[src/rtl/tile_pkg.sv]
// Shared screen constants, slot state type and helpers for the tile lane engine.
package tile_pkg;

    localparam int unsigned Y_MAX_DEF  = 479;
    localparam int unsigned LANE_W_DEF = 160;
    localparam int unsigned TILE_S_DEF = 75;
    localparam int unsigned HIT_LO_DEF = 320;
    localparam int unsigned STEP_BASE  = 3;

    // Screen coordinates are 10 bits; step and bottom/window sums use one
    // extra bit so nothing is truncated before the compare.
    localparam int unsigned COORD_W = 10;
    localparam int unsigned STEP_W  = 11;
    localparam int unsigned CNT_W   = 16;

    typedef struct packed {
        logic               active;
        logic [COORD_W-1:0] y;
    } tile_slot_t;

    // What one slot does on the coming edge.
    typedef enum logic [1:0] {
        SLOT_HOLD,
        SLOT_SPAWN,
        SLOT_MOVE,
        SLOT_CLEAR
    } slot_op_e;

    function automatic logic [CNT_W-1:0] sat_add(input logic [CNT_W-1:0] base,
                                                 input logic [CNT_W-1:0] inc);
        logic [CNT_W:0] sum;
        sum = {1'b0, base} + {1'b0, inc};
        return sum[CNT_W] ? '1 : sum[CNT_W-1:0];
    endfunction

endpackage

[src/rtl/tile_slot.sv]
// One tile slot: position register, fall step, bottom detect and the
// kill > bottom > move priority. Spawn only lands in a slot that is free
// before the edge, so it never competes with the active-slot actions.
module tile_slot
    import tile_pkg::*;
#(
    parameter int unsigned TILE_S = TILE_S_DEF,
    parameter int unsigned Y_MAX  = Y_MAX_DEF
) (
    input  logic              frame_clk,
    input  logic              Reset_n,
    input  logic [STEP_W-1:0] step,
    input  logic              spawn,
    input  logic              kill_sel,
    output tile_slot_t        slot,
    output logic              missed
);

    slot_op_e          op;
    logic [STEP_W-1:0] y_wide;
    logic [STEP_W-1:0] y_next;
    logic              bottom;

    // Decide this slot's action and its would-be next position.
    always_comb begin
        y_wide = STEP_W'(slot.y);
        y_next = y_wide + step;
        bottom = slot.active && ((y_wide + STEP_W'(TILE_S)) >= STEP_W'(Y_MAX));
        op     = SLOT_HOLD;
        if (slot.active) begin
            if (kill_sel || bottom) begin
                op = SLOT_CLEAR;
            end else begin
                op = SLOT_MOVE;
            end
        end else if (spawn) begin
            op = SLOT_SPAWN;
        end
        // A kill on the bottom edge counts as a hit, not a miss.
        missed = bottom && !kill_sel;
    end

    // Slot state register; cleared tiles keep their last Y.
    always_ff @(posedge frame_clk or negedge Reset_n) begin
        if (!Reset_n) begin
            slot <= '0;
        end else begin
            case (op)
                SLOT_SPAWN: begin
                    slot.active <= 1'b1;
                    slot.y      <= '0;
                end
                SLOT_MOVE: begin
                    // A moving tile is above the bottom threshold, so the
                    // carry bit stays clear; clamp rather than wrap if not.
                    slot.y <= y_next[STEP_W-1] ? '1 : y_next[COORD_W-1:0];
                end
                SLOT_CLEAR: begin
                    slot.active <= 1'b0;
                end
                default: begin
                    slot <= slot;
                end
            endcase
        end
    end

endmodule

[src/rtl/tile_lane_engine.sv]
// Falling-tile lane engine: LANES x SLOTS tile slots with per-lane spawn
// allocation, kill target selection, miss detection and event counters.
// Optional build macro TILE_HIT_WINDOW_EN restricts kills to tiles whose
// lower edge has reached HIT_LO.
module tile_lane_engine
    import tile_pkg::*;
#(
    parameter int unsigned LANES  = 4,
    parameter int unsigned SLOTS  = 4,
    parameter int unsigned TILE_S = TILE_S_DEF,
    parameter int unsigned Y_MAX  = Y_MAX_DEF,
    parameter int unsigned LANE_W = LANE_W_DEF,
    parameter int unsigned HIT_LO = HIT_LO_DEF
) (
    input  logic                             frame_clk,
    input  logic                             Reset_n,
    input  logic                             newNote,
    input  logic [$clog2(LANES)-1:0]         note_lane,
    input  logic                             kill,
    input  logic [$clog2(LANES)-1:0]         kill_lane,
    input  logic [3:0]                       speed,
    output logic [LANES*SLOTS*COORD_W-1:0]   TileY,
    output logic [LANES*SLOTS-1:0]           TileAct,
    output logic [LANES*COORD_W-1:0]         TileX,
    output logic [COORD_W-1:0]               TileS,
    output logic                             hit,
    output logic                             miss,
    output logic                             overflow,
    output logic [CNT_W-1:0]                 hit_cnt,
    output logic [CNT_W-1:0]                 miss_cnt
);

    localparam int unsigned N     = LANES * SLOTS;
    localparam int unsigned IDX_W = (N > 1) ? $clog2(N) : 1;

`ifdef TILE_HIT_WINDOW_EN
    localparam bit WINDOW_EN = 1'b1;
`else
    localparam bit WINDOW_EN = 1'b0;
`endif

    logic [STEP_W-1:0]  step;
    tile_slot_t         slots [N];
    logic [N-1:0]       spawn_sel;
    logic [N-1:0]       kill_sel;
    logic [N-1:0]       missed;
    logic [N-1:0]       eligible;
    logic               spawn_drop;
    logic               kill_found;
    logic [COORD_W-1:0] best_y;
    logic [IDX_W-1:0]   best_idx;
    logic [CNT_W-1:0]   miss_count;

    assign step = STEP_W'(STEP_BASE) + STEP_W'(speed);

    // Kill eligibility: any active tile, or only tiles inside the hit window.
    always_comb begin
        eligible = '0;
        for (int unsigned i = 0; i < N; i++) begin
            eligible[i] = slots[i].active &&
                          (!WINDOW_EN ||
                           ((STEP_W'(slots[i].y) + STEP_W'(TILE_S)) >= STEP_W'(HIT_LO)));
        end
    end

    // Spawn allocator: lowest-index slot of note_lane that is free before the edge.
    always_comb begin
        spawn_sel  = '0;
        spawn_drop = 1'b0;
        if (newNote) begin
            spawn_drop = 1'b1;
            for (int unsigned l = 0; l < LANES; l++) begin
                for (int unsigned s = 0; s < SLOTS; s++) begin
                    if ((32'(note_lane) == l) && spawn_drop && !slots[l*SLOTS+s].active) begin
                        spawn_sel[l*SLOTS+s] = 1'b1;
                        spawn_drop           = 1'b0;
                    end
                end
            end
        end
    end

    // Kill selector: eligible tile of kill_lane with the largest Y; the
    // strict compare keeps the lowest slot index on ties.
    always_comb begin
        kill_sel   = '0;
        kill_found = 1'b0;
        best_y     = '0;
        best_idx   = '0;
        for (int unsigned l = 0; l < LANES; l++) begin
            for (int unsigned s = 0; s < SLOTS; s++) begin
                if ((32'(kill_lane) == l) && eligible[l*SLOTS+s] &&
                    (!kill_found || (slots[l*SLOTS+s].y > best_y))) begin
                    kill_found = 1'b1;
                    best_y     = slots[l*SLOTS+s].y;
                    best_idx   = IDX_W'(l*SLOTS+s);
                end
            end
        end
        if (kill && kill_found) begin
            kill_sel[best_idx] = 1'b1;
        end
    end

    // Number of tiles reaching the bottom on this edge.
    always_comb begin
        miss_count = '0;
        for (int unsigned i = 0; i < N; i++) begin
            miss_count = miss_count + CNT_W'(missed[i]);
        end
    end

    // Event pulses, sticky overflow and saturating counters.
    always_ff @(posedge frame_clk or negedge Reset_n) begin
        if (!Reset_n) begin
            hit      <= 1'b0;
            miss     <= 1'b0;
            overflow <= 1'b0;
            hit_cnt  <= '0;
            miss_cnt <= '0;
        end else begin
            hit      <= kill && kill_found;
            miss     <= |missed;
            miss_cnt <= sat_add(miss_cnt, miss_count);
            if (spawn_drop) begin
                overflow <= 1'b1;
            end
            if (kill && kill_found) begin
                hit_cnt <= sat_add(hit_cnt, CNT_W'(1));
            end
        end
    end

    for (genvar i = 0; i < N; i++) begin : g_slot
        tile_slot #(
            .TILE_S (TILE_S),
            .Y_MAX  (Y_MAX)
        ) u_slot (
            .frame_clk (frame_clk),
            .Reset_n   (Reset_n),
            .step      (step),
            .spawn     (spawn_sel[i]),
            .kill_sel  (kill_sel[i]),
            .slot      (slots[i]),
            .missed    (missed[i])
        );
        assign TileY[i*COORD_W +: COORD_W] = slots[i].y;
        assign TileAct[i]                  = slots[i].active;
    end

    for (genvar l = 0; l < LANES; l++) begin : g_lane
        assign TileX[l*COORD_W +: COORD_W] = COORD_W'(l*LANE_W + LANE_W/2);
    end

    assign TileS = COORD_W'(TILE_S);

endmodule

[config.mk]
export PLATFORM = sky130hd
export DESIGN_NAME = tile_lane_engine
export DESIGN_NICKNAME = d
export VERILOG_FILES = /design/src/rtl/tile_pkg.sv /design/src/rtl/tile_slot.sv /design/src/rtl/tile_lane_engine.sv
export SDC_FILE = /design/constraint.sdc
export NUM_CORES = 1
export LEC_CHECK = 0
export CAP_MARGIN = 20
export CORE_MARGIN = 3
export CORE_UTILIZATION = 63
export DETAILED_ROUTE_END_ITERATION = 8
export PLACE_DENSITY = 0.89
export SLEW_MARGIN = 20
export SYNTH_ARGS = -nofsm -noshare
export SYNTH_HDL_FRONTEND = slang
export SYNTH_SLANG_ARGS = --single-unit
[constraint.sdc]
create_clock -name frame_clk -period 80.2 [get_ports frame_clk]
set_input_delay 16.04 -clock frame_clk [delete_from_list [all_inputs] [get_ports frame_clk]]
set_output_delay 16.04 -clock frame_clk [all_outputs]
set_load 0.005 [all_outputs]
==> out/metrics.json <==
{
  "postSynthCellCount": 2830,
  "synth_async_sr_flop_share_pct": 100.0,
  "timing.critical_path.buf_inv": 8,
  "initial_core_util_pct": 64.07,
  "met1_length_um": 28620,
  "finish.net_count": 3288,
  "timing.final.max_slew_violations": 0,
  "io_buffers": 222,
  "yosys_warnings": 0,
  "synth_common_cells": "nor2_1, ha_1, o21ai_0",
  "synth-seq-cells": 211,
  "required_ns": 80.66,
  "post_cts_buffers": 0,
  "ys_seq_area_share_pct": 23.80,
  "clkSinkCount": 211,
  "die_x_um": 193.7,
  "fin_crit_ns": 49.77,
  "synth.avg_cell_area_um2": 7.840,
  "htree_num_levels": 1,
  "drt_pre_antenna_iters": 6,
  "synth_enable_flop_cells": 0,
  "worst_min_delay_path_class": "reg -> reg",
  "yosys-top-cells-area": "dfrtp_1, ha_1, o21ai_0, a21oi_1, nor2_1",
  "boundary_pin_count": 273,
  "worstPathArrival_ns": 50.22,
  "fin_setup_tns_ns": 0,
  "slew_headroom_pct": 29.54,
  "grt_pass1_vias": 21736,
  "dp_hpwl_um": 51900,
  "drt_iter0_markers": 2077,
  "crit_path_top_delay_cell": "a21oi_2",
  "pin_count_of_the_biggest_net_entering_global_routing": 73,
  "grt_overflow_total": 0,
  "timing.final.crit_share_pct": 62.05,
  "hold_viol_final": 0,
  "grt_first_pass_wirelength_um": 112400,
  "row_count": 68,
  "mapped_area_mm2": 0.02219,
  "root_buffer": "clkbuf_16",
  "tritoncts_clock_tree": "yes",
  "fmaxAchievable_mhz": 20.09,
  "clk-insertion-delay-late_ns": 0.56,
  "floorplan.die.height_um": 193.7,
  "nFillCells": 2653,
  "timing.critical_path.from_type": "input port",
  "route.final.wire_length_um": 69580,
  "fp.coreArea_mm2": 0.03463,
  "dominantRegCellSynth": "dfrtp_1",
  "power_per_cell_area_mw_per_mm2": 48.69,
  "postLayoutCoreUtil_pct": 73.08,
  "track_usage_pct": 35.69,
  "worstPathMaxFanout": 23,
  "routed_via_density": 6.494,
  "clk_pin_slew_ns": 0.06,
  "timing.critical_path.max_delay_family": "compound AO/OA/AOI/OAI gates",
  "cts_resized": 0,
  "die-area_mm2": 0.03751,
  "dr_wl_met3_um": 6482,
  "vias": 22432,
  "tritoncts.num_buffers": 27,
  "dpl-instance-area_mm2": 0.02442,
  "grt_setup_unrepaired": "false",
  "finalInstanceArea_mm2": 0.02531,
  "worstMarginPinSlew_ns": 1.057,
  "outcome": "finished clean",
  "drc": 0,
  "critical-path-max-stage-delay_ns": 0.77,
  "post-synth-top-area-cell": "dfrtp_1",
  "area_delta_synth_final_pct": 14.06,
  "drive_above_1_share_pct": 4.335,
  "setup_violations": 0,
  "ys_types": 100,
  "antenna_violating_nets_post_route": 0,
  "synth_top_cell_area_share_pct": 23.80,
  "fin_worst_hold_slack_ns": 0.5257,
  "total_leakage_power_nw": 11.48,
  "timing.clock.skew_ns": 0.01992,
  "path_class": "in -> reg",
  "wl_met2_um": 31380,
  "place.gp.congestion": 0.9862,
  "cts-root-to-sink-buffers": 3,
  "maxCapViolCount": 0,
  "antenna_diode_count": 0,
  "crit_path_end_kind": "flop",
  "power.ir.vdd_worst_mv": 0.03050,
  "cp_common_cell": "o21a_1",
  "antenna_violations_before_repair": 1,
  "dr.max_layer_used": "met5",
  "yosys.cell_count.top_type": "nor2_1",
  "wl_per_cell_um": 20.14,
  "hold_buffer_count_at_cts": 0
}
sequential cells by signal (all words and copies together), names as in the netlist:
register and count:
g_slot.u_slot.slot 176, hit_cnt 16, miss_cnt 16, hit 1
miss 1, overflow 1
report_power, final:
part	switching [mW]	internal, mW
clock	0.0500	0.0726
combinational	0.474	0.377
sequential	0.108	0.150
total	0.632	0.600
path summary, 6_finish.rpt:
| path | startpoint | endpoint | slack (ns) | cells after the start |
|---|---|---|---|---|
| setup / recovery | kill_lane[0] | miss_cnt[7]$_DFF_PN0_ | 30.43 | 139 |
| hold / removal | overflow$_DFFE_PN0P_ | overflow$_DFFE_PN0P_ | 0.53 | 1 |
| setup reg to reg | g_slot[0].u_slot.slot[10]$_DFFE_PN0P_ | miss_cnt[7]$_DFF_PN0_ | 46.76 | 137 |
| hold reg to reg | overflow$_DFFE_PN0P_ | overflow$_DFFE_PN0P_ | 0.53 | 1 |
| max in group asynchronous | Reset_n | g_slot[12].u_slot.slot[10]$_DFFE_PN0P_ | 63.27 | 2 |
| min in group asynchronous | Reset_n | g_slot[2].u_slot.slot[3]$_DFFE_PN0P_ | 15.47 | 1 |
cell type report:
cell class	instances	area [um2]	area share, %
tap	455	569.3	2.250
inverter	218	819.5	3.238
clock buffer	38	767.0	3.031
clock inverter	10	106.4	0.4203
sequential	211	5280	20.86
timing repair buffer	230	2286	9.033
multi-input combinational	2292	15480	61.16
per-stage QoR:
stage               instances  setup WS, ns  total power, mW
floorplan                2878         35.52           0.8145
global placement         3406         30.94            1.045
detailed placement       3406         30.03            1.082
CTS                      3454         30.50            1.213
global route             3454         28.37            1.343
finish                   3454         30.43            1.232
cells in the final DEF (no fill, tap or decap), types with 24 or more instances in the layout:
cell type | netlist | layout
a31oi_1 | 35 | 35
nand2_1 | 247 | 247
inv_1 | 214 | 213
o21a_1 | 43 | 43
nand4_1 | 47 | 47
clkbuf_16 | 0 | 27
fa_1 | 28 | 28
nor2_1 | 308 | 306
xor2_1 | 31 | 31
a21o_1 | 64 | 64
o211ai_1 | 49 | 49
a21oi_1 | 240 | 240
nor2b_1 | 32 | 32
o21ai_0 | 254 | 254
clkdlybuf4s50_1 | 0 | 221
nand3_1 | 84 | 84
xnor2_1 | 46 | 44
conb_1 | 2 | 50
dfrtp_1 | 211 | 211
mux2i_1 | 39 | 39
ha_1 | 268 | 268
mux2_2 | 26 | 26
nand2b_1 | 24 | 24
nor3_1 | 36 | 36
o31ai_1 | 32 | 32
routing by layer:
metal | global-route usage, % | vias up
met5 | 0 | -
met3 | 5.474 | 219
li1 | - | 10334
met2 | 57.06 | 1176
met4 | 15.24 | 2
met1 | 48.47 | 10701
cells by family (layout without fill, tap and decap cells):
logic type               count (synthesis)  count (layout)  share of synthesized area (%)
other                                    2              50                        0.03385
AO/OA/AOI/OAI                          888             888                          25.17
multiplexers                            72              72                          3.553
adder cells (fa/ha/maj)                297             297                          17.68
AND/OR/NAND/NOR                        907             907                          19.27
flip-flops                             211             211                          23.80
buffers and inverters                  375             496                          7.376
XOR/XNOR                                78              78                          3.113
Power figures use the tool's default switching activity.
